===== src/rtl/cdb_pkg.sv =====
// Shared types and helpers for the common data bus arbiter.
// Default tag widths, the completion entry layout and a constant clog2.
package cdb_pkg;

    localparam int PR_W_DEF = 6;
    localparam int AR_W_DEF = 5;

    typedef struct packed {
        logic [PR_W_DEF-1:0] pr_idx;
        logic [AR_W_DEF-1:0] ar_idx;
        logic                exception;
    } cdb_entry_t;

    function automatic int clog2(input int value);
        int r;
        int v;
        r = 0;
        v = value - 1;
        while (v > 0) begin
            r = r + 1;
            v = v >> 1;
        end
        return r;
    endfunction

endpackage


===== src/rtl/cdb_fu_queue.sv =====
// Single-channel circular completion FIFO with synchronous clear.
// Push into a full queue and pop from an empty one are ignored.
module cdb_fu_queue
    import cdb_pkg::*;
#(
    parameter int  DEPTH   = 2,
    parameter type entry_t = cdb_entry_t
) (
    input  logic                        clock,
    input  logic                        reset,
    input  logic                        clear,
    input  logic                        push,
    input  logic                        pop,
    input  entry_t                      push_data,
    output entry_t                      head,
    output logic [clog2(DEPTH+1)-1:0]   count
);

    localparam int PTR_W = (DEPTH > 1) ? clog2(DEPTH) : 1;
    localparam int CNT_W = clog2(DEPTH + 1);

    entry_t           mem_q [DEPTH];
    logic [PTR_W-1:0] head_q;
    logic [PTR_W-1:0] head_d;
    logic [PTR_W-1:0] tail_q;
    logic [PTR_W-1:0] tail_d;
    logic [CNT_W-1:0] count_q;
    logic [CNT_W-1:0] count_d;
    logic             do_push;
    logic             do_pop;

    function automatic logic [PTR_W-1:0] next_ptr(input logic [PTR_W-1:0] p);
        return (p == PTR_W'(DEPTH - 1)) ? '0 : p + PTR_W'(1);
    endfunction

    always_comb begin
        do_push = push && (count_q != CNT_W'(DEPTH));
        do_pop  = pop && (count_q != '0);
        head_d  = head_q;
        tail_d  = tail_q;
        count_d = count_q;
        if (clear) begin
            head_d  = '0;
            tail_d  = '0;
            count_d = '0;
        end else begin
            if (do_push) tail_d = next_ptr(tail_q);
            if (do_pop)  head_d = next_ptr(head_q);
            if (do_push && !do_pop) begin
                count_d = count_q + CNT_W'(1);
            end else if (!do_push && do_pop) begin
                count_d = count_q - CNT_W'(1);
            end
        end
    end

    always_ff @(posedge clock) begin
        if (reset) begin
            head_q  <= '0;
            tail_q  <= '0;
            count_q <= '0;
        end else begin
            head_q  <= head_d;
            tail_q  <= tail_d;
            count_q <= count_d;
        end
    end

    // Storage needs no reset: count gates every read.
    always_ff @(posedge clock) begin
        if (!reset && !clear && do_push) begin
            mem_q[tail_q] <= push_data;
        end
    end

    assign head  = mem_q[head_q];
    assign count = count_q;

endmodule


===== src/rtl/cdb_arbiter.sv =====
// Common data bus: per-FU completion queues arbitrated round-robin
// onto NUM_CDB registered broadcast lanes, with back-pressure and flush.
module cdb_arbiter
    import cdb_pkg::*;
#(
    parameter int NUM_FU  = 6,
    parameter int NUM_CDB = 2,
    parameter int Q_DEPTH = 2,
    parameter int PR_W    = PR_W_DEF,
    parameter int AR_W    = AR_W_DEF,
    parameter int FU_ID_W = clog2(NUM_FU)
) (
    input  logic                       clock,
    input  logic                       reset,
    input  logic                       flush,
    input  logic [NUM_FU-1:0]          fu_valid,
    input  logic [NUM_FU*PR_W-1:0]     fu_pr_idx,
    input  logic [NUM_FU*AR_W-1:0]     fu_ar_idx,
    input  logic [NUM_FU-1:0]          fu_exception,
    output logic [NUM_FU-1:0]          fu_ready,
    output logic [NUM_CDB-1:0]         cdb_valid,
    output logic [NUM_CDB*PR_W-1:0]    cdb_pr_tag,
    output logic [NUM_CDB*AR_W-1:0]    cdb_ar_tag,
    output logic [NUM_CDB-1:0]         cdb_exception,
    output logic [NUM_CDB*FU_ID_W-1:0] cdb_fu_id
);

    localparam int CNT_W = clog2(Q_DEPTH + 1);

    typedef struct packed {
        logic [PR_W-1:0] pr_idx;
        logic [AR_W-1:0] ar_idx;
        logic            exception;
    } entry_t;

    logic [CNT_W-1:0]   count [NUM_FU];
    entry_t             head [NUM_FU];
    logic [NUM_FU-1:0]  push;
    logic [NUM_FU-1:0]  pop;
    logic [NUM_FU-1:0]  nonempty;
    logic [NUM_FU-1:0]  rotated;

    logic [NUM_CDB-1:0] gnt_valid;
    logic [FU_ID_W-1:0] gnt_fu [NUM_CDB];
    entry_t             lane_sel [NUM_CDB];
    logic [NUM_CDB-1:0] slot;
    logic [FU_ID_W-1:0] last_fu;

    logic [FU_ID_W-1:0]         rr_ptr_q;
    logic [FU_ID_W-1:0]         rr_ptr_d;
    logic [NUM_CDB-1:0]         cdb_valid_q;
    logic [NUM_CDB-1:0]         cdb_valid_d;
    logic [NUM_CDB*PR_W-1:0]    cdb_pr_q;
    logic [NUM_CDB*PR_W-1:0]    cdb_pr_d;
    logic [NUM_CDB*AR_W-1:0]    cdb_ar_q;
    logic [NUM_CDB*AR_W-1:0]    cdb_ar_d;
    logic [NUM_CDB-1:0]         cdb_exc_q;
    logic [NUM_CDB-1:0]         cdb_exc_d;
    logic [NUM_CDB*FU_ID_W-1:0] cdb_fu_q;
    logic [NUM_CDB*FU_ID_W-1:0] cdb_fu_d;

    function automatic logic [FU_ID_W-1:0] wrap_add(
        input logic [FU_ID_W-1:0] base,
        input int                 k
    );
        int s;
        s = int'(base) + k;
        if (s >= NUM_FU) s = s - NUM_FU;
        return FU_ID_W'(s);
    endfunction

    for (genvar i = 0; i < NUM_FU; i++) begin : g_q
        entry_t in_e;

        assign in_e = '{
            pr_idx:    fu_pr_idx[i*PR_W +: PR_W],
            ar_idx:    fu_ar_idx[i*AR_W +: AR_W],
            exception: fu_exception[i]
        };
        // Ready looks only at the registered count, never at this cycle's pop.
        assign fu_ready[i] = (count[i] < CNT_W'(Q_DEPTH));
        assign push[i]     = fu_valid[i] && fu_ready[i] && !flush;
        assign nonempty[i] = (count[i] != '0);

        cdb_fu_queue #(
            .DEPTH   (Q_DEPTH),
            .entry_t (entry_t)
        ) u_q (
            .clock     (clock),
            .reset     (reset),
            .clear     (flush),
            .push      (push[i]),
            .pop       (pop[i]),
            .push_data (in_e),
            .head      (head[i]),
            .count     (count[i])
        );
    end

    // Bit k of rotated is FU (rr_ptr + k) mod NUM_FU.
    assign rotated = NUM_FU'({nonempty, nonempty} >> rr_ptr_q);

    always_comb begin
        gnt_valid = '0;
        slot      = NUM_CDB'(1);
        last_fu   = rr_ptr_q;
        for (int j = 0; j < NUM_CDB; j++) gnt_fu[j] = '0;
        for (int k = 0; k < NUM_FU; k++) begin
            if (rotated[k] && (slot != '0)) begin
                for (int j = 0; j < NUM_CDB; j++) begin
                    if (slot[j]) begin
                        gnt_valid[j] = 1'b1;
                        gnt_fu[j]    = wrap_add(rr_ptr_q, k);
                    end
                end
                last_fu = wrap_add(rr_ptr_q, k);
                slot    = slot << 1;
            end
        end
    end

    always_comb begin
        pop = '0;
        for (int i = 0; i < NUM_FU; i++) begin
            for (int j = 0; j < NUM_CDB; j++) begin
                if (gnt_valid[j] && (gnt_fu[j] == FU_ID_W'(i))) pop[i] = 1'b1;
            end
        end
    end

    always_comb begin
        for (int j = 0; j < NUM_CDB; j++) begin
            lane_sel[j] = '0;
            for (int i = 0; i < NUM_FU; i++) begin
                if (gnt_fu[j] == FU_ID_W'(i)) lane_sel[j] = head[i];
            end
        end
    end

    // Ungranted lanes keep their old data; flush drops grants but keeps rr_ptr.
    always_comb begin
        cdb_valid_d = '0;
        cdb_pr_d    = cdb_pr_q;
        cdb_ar_d    = cdb_ar_q;
        cdb_exc_d   = cdb_exc_q;
        cdb_fu_d    = cdb_fu_q;
        rr_ptr_d    = rr_ptr_q;
        if (!flush) begin
            cdb_valid_d = gnt_valid;
            if (gnt_valid != '0) rr_ptr_d = wrap_add(last_fu, 1);
            for (int j = 0; j < NUM_CDB; j++) begin
                if (gnt_valid[j]) begin
                    cdb_pr_d[j*PR_W +: PR_W]       = lane_sel[j].pr_idx;
                    cdb_ar_d[j*AR_W +: AR_W]       = lane_sel[j].ar_idx;
                    cdb_exc_d[j]                   = lane_sel[j].exception;
                    cdb_fu_d[j*FU_ID_W +: FU_ID_W] = gnt_fu[j];
                end
            end
        end
    end

    always_ff @(posedge clock) begin
        if (reset) begin
            rr_ptr_q    <= '0;
            cdb_valid_q <= '0;
            cdb_pr_q    <= '0;
            cdb_ar_q    <= '0;
            cdb_exc_q   <= '0;
            cdb_fu_q    <= '0;
        end else begin
            rr_ptr_q    <= rr_ptr_d;
            cdb_valid_q <= cdb_valid_d;
            cdb_pr_q    <= cdb_pr_d;
            cdb_ar_q    <= cdb_ar_d;
            cdb_exc_q   <= cdb_exc_d;
            cdb_fu_q    <= cdb_fu_d;
        end
    end

    assign cdb_valid     = cdb_valid_q;
    assign cdb_pr_tag    = cdb_pr_q;
    assign cdb_ar_tag    = cdb_ar_q;
    assign cdb_exception = cdb_exc_q;
    assign cdb_fu_id     = cdb_fu_q;

endmodule


===== config.mk =====
export PLATFORM = sky130hd
export DESIGN_NAME = cdb_arbiter
export DESIGN_NICKNAME = d
export VERILOG_FILES = /design/src/rtl/cdb_pkg.sv /design/src/rtl/cdb_fu_queue.sv /design/src/rtl/cdb_arbiter.sv
export SDC_FILE = /design/constraint.sdc
export NUM_CORES = 1
export LEC_CHECK = 0
export ABC_AREA = 1
export BUFFER_PORTS_ARGS = -buffer_cell sky130_fd_sc_hd__buf_2
export CORE_UTILIZATION = 40
export DETAILED_ROUTE_END_ITERATION = 10
export SETUP_SLACK_MARGIN = 0.05
export SLEW_MARGIN = 20
export SYNTH_ARGS = -nofsm -noshare
export SYNTH_HDL_FRONTEND = slang
export SYNTH_SLANG_ARGS = --single-unit

===== constraint.sdc =====
create_clock -name clock -period 3.91 [get_ports clock]
set_input_delay 0.391 -clock clock [delete_from_list [all_inputs] [get_ports clock]]
set_output_delay 0.391 -clock clock [all_outputs]
set_load 0.05 [all_outputs]

# [Word level (Yosys, flattened, before mapping)]
# Memories as Yosys holds them, arrays and structs flattened. A register that Yosys moved wholly into a read port is not among the register bits.
# Cells that the tools add are included.
[totals] register_bits=59 ramBits=144 in_bits=81 word_cells=322 n_memories=6
[op_classes] add_sub_neg=37 order_cmp=13 n_eq_ne=16 n_shift=1 muxes=122 bitwise=1 reduce_logical=98
[memory_table] memory="g_q[0].u_q.mem_q" words=2 word_bits=12 read_ports=1 rd_clocked_by_memory_dff=1 wr=1 line_no="cdb_fu_queue.sv:22" source="entry_t mem_q [DEPTH];"
[memory_table] memory="g_q[1].u_q.mem_q" words=2 word_bits=12 read_ports=1 rd_clocked_by_memory_dff=1 wr=1 line_no="cdb_fu_queue.sv:22"
[memory_table] memory="g_q[2].u_q.mem_q" words=2 word_bits=12 read_ports=1 rd_clocked_by_memory_dff=1 wr=1 line_no="cdb_fu_queue.sv:22"
[memory_table] memory="g_q[3].u_q.mem_q" words=2 word_bits=12 read_ports=1 rd_clocked_by_memory_dff=1 wr=1 line_no="cdb_fu_queue.sv:22"
[memory_table] memory="g_q[4].u_q.mem_q" words=2 word_bits=12 read_ports=1 rd_clocked_by_memory_dff=1 wr=1 line_no="cdb_fu_queue.sv:22"
[memory_table] memory="g_q[5].u_q.mem_q" words=2 word_bits=12 read_ports=1 rd_clocked_by_memory_dff=1 wr=1 line_no="cdb_fu_queue.sv:22"
[ops] operator="2-to-1 mux 12 bit" n=12
[ops] operator="2-to-1 mux 3 bit" n=24
[ops] operator="logical AND 1 bit" n=60
[ops] operator="2-to-1 mux 1 bit" n=59
[ops] operator="2-to-1 mux 2 bit" n=22
[ops] operator="nonzero test 2 bit" n=18
[ops] operator="2-to-1 mux 6 bit" n=5
[ops] operator=">= comparator 4 x 3 -> 1 bit (second input constant)" n=6
[ops] operator="subtractor 3 bit (second input constant)" n=7
[ops] operator="logical NOT 1 bit" n=14
[ops] operator="adder 1 bit (second input constant)" n=12
[ops] operator="adder 2 x 1 -> 2 bit (second input constant)" n=6
[ops] operator="equality test 3 x 2 -> 1 bit (second input constant)" n=4
[ops] operator="equality test 3 bit (second input constant)" n=4
[ops] operator="less-than comparator 2 bit (second input constant)" n=6
[ops] operator="inequality test 2 bit (second input constant)" n=6
[ops] operator="right shift 12 x 3 -> 6 bit" n=1
[ops] operator="subtractor 2 x 1 -> 2 bit (second input constant)" n=6
[ops] operator="adder 3 x 1 -> 4 bit (second input constant)" n=2
[ops] operator="adder 3 x 2 -> 4 bit (second input constant)" n=2
[ops] operator="adder 3 x 3 -> 4 bit (second input constant)" n=2
[ops] operator="equality test 3 x 1 -> 1 bit (second input constant)" n=2
[ops] operator="logical NOT 3 bit" n=2
[ops] operator="AND reduction 2 bit" n=3
[ops] operator="3 further kinds" n=3

# [Logic depth before layout (Yosys ltp)]
[logic_depth] word_depth=26 ltp_mapped=29 mapped_depth_nobuf=28

# [Modules after synthesis]
# From an unflattened synthesis, not the netlist that was laid out.
[hier_totals] hier_cells=1257 hier_area_um2=11343.4
[modules_own_cells] mod="cdb_fu_queue" n_inst=6 cells_each=73 area_per_inst_um2=1121.1
[modules_own_cells] mod="cdb_arbiter" n_inst=1 cells_each=819 area_per_inst_um2=4616.9

# [Worst setup path before layout]
# OpenSTA, ideal clock, no wires.
[synth_timing] path_type="reg2reg" startpoint="reg rr_ptr_q[0]" endpoint="reg g_q[2].u_q.count_q[1]" setup_time_ns=0.142 arrival_ns=3.348 required_ns=3.768 setup_slack_ns=0.420 stages_incl_launch_ff=24 path_buffers=2 synth_period_minus_slack_ns=3.490 cell_sequence="dfxtp_1 -> buf_4 -> nand2_1 -> nand3_1 -> nand3_1 -> nand2_1 -> ha_1 -> buf_2 -> nand2_2 -> nor2_4 -> nand2_2 -> nor2_2 -> nand2_1 -> nand2_4 -> nand2_4 -> nor2_4 -> inv_2 -> o22ai_2 -> nand2_1 -> ha_1 -> a21oi_1 -> o21ai_0 -> o21ai_0 -> a21oi_1"
[synth_via] elab_chain_len=25 elab_cells_between_ends=83 cone_classes="add/sub (11); order compare (6); eq/ne (2); shift (1); mux (46); reduce/logical (17)"
[synth_rtl] item="start: declaration" line_no="cdb_arbiter.sv:49" source="logic [FU_ID_W-1:0] rr_ptr_q;"
[synth_rtl] item="start signal: assignment" line_no="cdb_arbiter.sv:171" source="rr_ptr_q <= rr_ptr_d;"
[synth_rtl] item="branches (longest 20 deep; another with adder 3 x 1 -> 4 bit)"
[synth_rtl] item="2-to-1 mux 1 bit *" line_no="cdb_arbiter.sv:126" source="if (gnt_valid[j] && (gnt_fu[j] == FU_ID_W'(i))) pop[i] = 1'b1;"
[synth_rtl] item="logical AND 1 bit *" line_no="cdb_fu_queue.sv:38" source="do_pop = pop && (count_q != '0);"
[synth_rtl] item="logical NOT 1 bit" line_no="cdb_fu_queue.sv:49" source="if (do_push && !do_pop) begin"
[synth_rtl] item="logical AND 1 bit" line_no="cdb_fu_queue.sv:49"
[synth_rtl] item="2-to-1 mux 2 bit or nonzero test 2 bit (tied branches)"
[synth_rtl] item="end signal: assignment" line_no="cdb_fu_queue.sv:65" source="count_q <= count_d;"
[synth_rtl] item="end: declaration" line_no="cdb_fu_queue.sv:27" source="logic [CNT_W-1:0] count_q;"
# Every way passes the cells marked *.
# A chain may end at the register's enable or synchronous reset.

# [Final worst setup path]
[layout_timing] startpoint="reg g_q[3].u_q.count_q[0]" endpoint="reg g_q[3].u_q.count_q[1]"
[layout_via] elab_chain_len=26 elab_cells_between_ends=70 cone_classes="add/sub (2); order compare (1); eq/ne (3); shift (1); mux (41); reduce/logical (22)"
[layout_rtl] item="start: declaration" line_no="cdb_fu_queue.sv:27"
[layout_rtl] item="start signal: assignment" line_no="cdb_fu_queue.sv:65"
[layout_rtl] item="nonzero test 2 bit" line_no="cdb_fu_queue.sv:38, cdb_arbiter.sv:83"
[layout_rtl] item="right shift 12 x 3 -> 6 bit" line_no="cdb_arbiter.sv:101" source="assign rotated = NUM_FU'({nonempty, nonempty} >> rr_ptr_q);"
[layout_rtl] item="2-to-1 mux 2 bit" line_no="cdb_arbiter.sv:109" source="if (rotated[k] && (slot != '0)) begin"
[layout_rtl] item="nonzero test 2 bit" line_no="cdb_arbiter.sv:109"
[layout_rtl] item="logical AND 1 bit" line_no="cdb_arbiter.sv:109"
[layout_rtl] item="2-to-1 mux 2 bit" line_no="cdb_arbiter.sv:109"
[layout_rtl] item="nonzero test 2 bit" line_no="cdb_arbiter.sv:109"
[layout_rtl] item="logical AND 1 bit" line_no="cdb_arbiter.sv:109"
[layout_rtl] item="[9 not listed]"
[layout_rtl] item="2-to-1 mux 6 bit" line_no="cdb_arbiter.sv:109"
[layout_rtl] item="equality test 3 x 2 -> 1 bit" line_no="cdb_arbiter.sv:126"
[layout_rtl] item="logical AND 1 bit" line_no="cdb_arbiter.sv:126"
[layout_rtl] item="2-to-1 mux 1 bit (2 in a row)" line_no="cdb_arbiter.sv:126"
[layout_rtl] item="logical AND 1 bit" line_no="cdb_fu_queue.sv:38"
[layout_rtl] item="logical NOT 1 bit" line_no="cdb_fu_queue.sv:49"
[layout_rtl] item="logical AND 1 bit" line_no="cdb_fu_queue.sv:49"
[layout_rtl] item="2-to-1 mux 2 bit or nonzero test 2 bit (tied branches)"
# Several ways; a longest one is shown, not always the timed one. The select of a mux whose other input is x is not followed.

==> tab_implementation.tex <==
\begin{tabular}{lr}
\hline
Metric & Value \\
\hline
\multicolumn{2}{l}{\textbf{STA}} \\
\quad Final-report hold violation count & 0 \\
\quad Worst-margin pin slew & 0.754 ns \\
\quad Unrepaired setup endpoints after global routing & yes \\
\quad Maximum frequency from static timing analysis & 277 MHz \\
\quad Tmin final & 3.60 ns \\
\quad Final setup violation count & 0 \\
\quad Slew Limit Fails & 0 \\
\quad Fraction of the cycle the final worst path needs & 92.2\% \\
\quad Clk\_skew & 0.0320 ns \\
\quad Hold Worst Slack & 0.0388 ns \\
\quad Worst slew margin relative to its limit & 49.7\% \\
\multicolumn{2}{l}{\textbf{Floorplan}} \\
\quad Core region area & 0.0263 mm\^{}2 \\
\quad Die width & 167 um \\
\quad Effective utilization at floorplan & 41.2\% \\
\quad Number of placement rows & 59 \\
\quad Die Footprint & 0.0277 mm\^{}2 \\
\quad Count of boundary I/O pins & 119 \\
\quad Height of the die & 167 um \\
\multicolumn{2}{l}{\textbf{Run status}} \\
\quad Violated checks & DRC \\
\quad Status & finished, violations left \\
\multicolumn{2}{l}{\textbf{Yosys}} \\
\quad Synth Net Count & 1257 \\
\quad Asr flop ratio synth & 0\% \\
\quad Syn Std Cell Area & 0.0108 mm\^{}2 \\
\quad Commonest register cell after synthesis & sky130\_fd\_sc\_hd\_\_edfxtp\_1 \\
\quad Number of synthesized flops with an enable pin & 144 \\
\quad Avg Inst Size Synth & 9.36 um\^{}2 \\
\quad Part of the Yosys area used for sequential elements & 51.9\% \\
\quad Unique cell type count in the Yosys netlist & 39 \\
\quad Number of cells produced by synthesis & 1157 \\
\quad Synthesis warning total & 0 \\
\quad Count of state elements after synthesis & 209 \\
\multicolumn{2}{l}{\textbf{Finish}} \\
\quad Fillers & 2465 \\
\quad Area growth, synth to finish & 19.2\% \\
\quad Final net count & 1412 \\
\quad Area taken by multi-input logic gates & 0.00461 mm\^{}2 \\
\quad Area used by sequential logic in the layout & 0.00563 mm\^{}2 \\
\quad Most common library cell in the layout ignoring fill and taps & sky130\_fd\_sc\_hd\_\_nand2\_1 \\
\quad Most used cells in the layout excluding fill and tap cells & sky130\_fd\_sc\_hd\_\_nand2\_1 (282), sky130\_fd\_sc\_hd\_\_edfxtp\_1 (144), sky130\_fd\_sc\_hd\_\_buf\_2 (118), sky130\_fd\_sc\_hd\_\_inv\_1 (100), sky130\_fd\_sc\_hd\_\_nor2\_1 (94) \\
\quad Fraction of layout instances using a drive strength above 1 & 27.0\% \\
\multicolumn{2}{l}{\textbf{Route}} \\
\quad Routed length per placed instance & 18.2 um \\
\quad Routed vias & 8602 \\
\quad Number of antenna-violating nets in the routed design & 0 \\
\quad 1st-iter DRT viols & 677 \\
\quad Drt total wl & 30300 um \\
\quad Post-detailed-route DRC marker count & 7 \\
\quad Total iterations of the first detailed-routing run & 8 \\
\quad Routed vias/inst & 5.16 \\
\multicolumn{2}{l}{\textbf{Hold path}} \\
\quad Classification of the worst-slack hold path & input port to flop \\
\multicolumn{2}{l}{\textbf{CTS}} \\
\quad Hold-fix buffers at CTS & 0 \\
\quad CTS clock-pin slew for the worst setup and hold paths & 0.06 ns \\
\quad H-tree lvl count & 1 \\
\quad Count of clock tree sinks & 209 \\
\quad Maximum root-to-sink buffer count & 3 \\
\quad Number of buffers added by the clock tree synthesis step & 24 \\
\quad Worst skew pair latency & 0.54 ns \\
\quad Clock tree from TritonCTS & built \\
\quad CTS root buffer & sky130\_fd\_sc\_hd\_\_clkbuf\_16 \\
\multicolumn{2}{l}{\textbf{Worst setup path}} \\
\quad CP bufs+invs & 1 \\
\quad Worst Path Max Fanout & 6 \\
\quad Crit-path most repeated cell & sky130\_fd\_sc\_hd\_\_nand2\_1 \\
\quad CP max-delay cell & sky130\_fd\_sc\_hd\_\_dfxtp\_1 \\
\quad Worst endpoint required time & 4.31 ns \\
\quad Cell family with the largest share of critical-path delay & simple AND/OR/NAND/NOR gates \\
\quad Stage delay of the slowest cell on the critical path & 0.35 ns \\
\quad Setup crit start kind & flop \\
\quad Data arrival time of the worst path & 4.01 ns \\
\quad Crit Path Class & flop to flop \\
\quad Critical Path Sink Type & flop \\
\quad Worst path cell trace & nor2\_4 > nand2\_1 > nand3\_1 > nand3\_1 > nand2\_4 > inv\_1 > ha\_1 > nand2\_1 > o21ai\_1 > nand2\_1 > nand3\_1 > nand3\_1 > nand2\_1 > nand2\_1 > nand2\_2 > nor3\_4 > nand2\_1 > nand2\_1 > nand2\_1 > ha\_1 > a21oi\_1 > o21ai\_0 > o21ai\_0 > a21oi\_1 \\
\multicolumn{2}{l}{\textbf{Global routing}} \\
\quad Tot GR Track Use & 21.5\% \\
\quad Vias in the first global route & 8002 \\
\quad Layer with the highest usage & met2 \\
\quad Pin count of the biggest net entering global routing & 37 \\
\quad GRT Residual Overflow & 0 \\
\quad Met2 capacity usage during global routing & 34.3\% \\
\quad Met1 track demand over resource & 30.5\% \\
\quad Wire length of the first global-routing pass & 45600 um \\
\quad Global routing met3 resource utilization & 3.30\% \\
\quad Antenna violations before repair & 1 \\
\multicolumn{2}{l}{\textbf{Placed design}} \\
\quad DPL Wire Length & 22900 um \\
\quad Total of buffers placed on input and output ports & 118 \\
\quad Routability congestion estimate & 0.915 \\
\multicolumn{2}{l}{\textbf{Run}} \\
\quad MaxCap Viol Count & 0 \\
\hline
\end{tabular}
==> registers in the layout, indices dropped and copies added, names as in the netlist, 3 cells and up, named ones only <==
| name | flops |
|---|---|
| g_q.u_q.mem_q | 144 |
| cdb_pr_tag | 12 |
| rr_ptr_q | 3 |
| g_q.u_q.tail_q | 6 |
| g_q.u_q.count | 12 |
| g_q.u_q.head_q | 6 |
| cdb_ar_tag | 10 |
| cdb_fu_id | 6 |
==> worst paths after layout <==
check | from | endpoint | slack [ns] | cells past startpoint
hold / removal | fu_ar_idx[20] | g_q[4].u_q.mem_q[1][1]$_DFFE_PP_ | 0.04 | 1
setup reg to reg | g_q[3].u_q.count[0]$_SDFFE_PP0P_ | g_q[3].u_q.count[1]$_SDFFE_PP0P_ | 0.31 | 24
hold reg to reg | cdb_ar_tag[3]$_SDFFE_PP0P_ | cdb_ar_tag[3]$_SDFFE_PP0P_ | 0.48 | 2
setup / recovery | g_q[3].u_q.count[0]$_SDFFE_PP0P_ | g_q[3].u_q.count[1]$_SDFFE_PP0P_ | 0.31 | 24
==> worst reg2reg max path, delay by kind of cell (launching register included) <==
family / cells / cell delay (ns)
flops: 1 / 0.35
simple gates: 16 / 1.88
buf+inv: 1 / 0.08
compound gates: 5 / 0.53
fa+ha+maj: 2 / 0.65
==> per-stage QoR <==
stage               utilization [%]  area (um^2)  setup TNS [ns]  setup WS, ns  instances
detailed placement             45.5        12000               0         0.175       1617
floorplan                         -        10800               0         0.420       1157
global route                   49.1        12900        -0.00456      -0.00326       1666
CTS                            48.7        12800               0         0.146       1661
global placement               45.5        12000               0         0.249       1617
finish                         49.1        12900               0         0.306       1666
==> kinds of logic after synthesis <==
logic type	synth area share [%]
compound gates	6.60
xor+xnor	0.404
fa+ha+maj	2.20
buf+inv	6.16
mux	7.04
flops	51.9
simple gates	25.7
==> routing by layer <==
layer,part of all wire [%],vias up
met3,6.8,38
met5,0,-
li1,-,4249
met4,2.3,0
met2,46,304
met1,45,4011
==> layout make-up <==
class,count,share of cell area (%)
flip-flops and latches,209,43.6
clock inverters,10,1.22
well taps,335,3.25
inverters,113,3.38
clock buffers,34,5.18
multi-input cells,795,35.7
repair buffers,169,7.67
diodes,1,0.0194
==> cells in the mapped netlist, drive strengths merged (5+ instances only) <==
master	number	area, um^2
nand2	318	1370
nand4	59	369
o21ai	53	284
o21a	13	97.6
clkbuf	13	48.8
xor2	5	43.8
dfxtp	65	1300
inv	113	434
nor2	111	494
mux2	57	642
nand3	70	405
a21oi	55	302
nor3	18	124
buf	27	184
mux2i	12	120
ha	19	238
edfxtp	144	4320
==> repair_timing <==
action,in CTS,in global routing
endpoints found under the setup margin,0,11
resized for setup,0,23
setup buffers,0,4
Power is not shown: default switching activity piles up to over one toggle a cycle in this logic, so the estimate is an artifact.
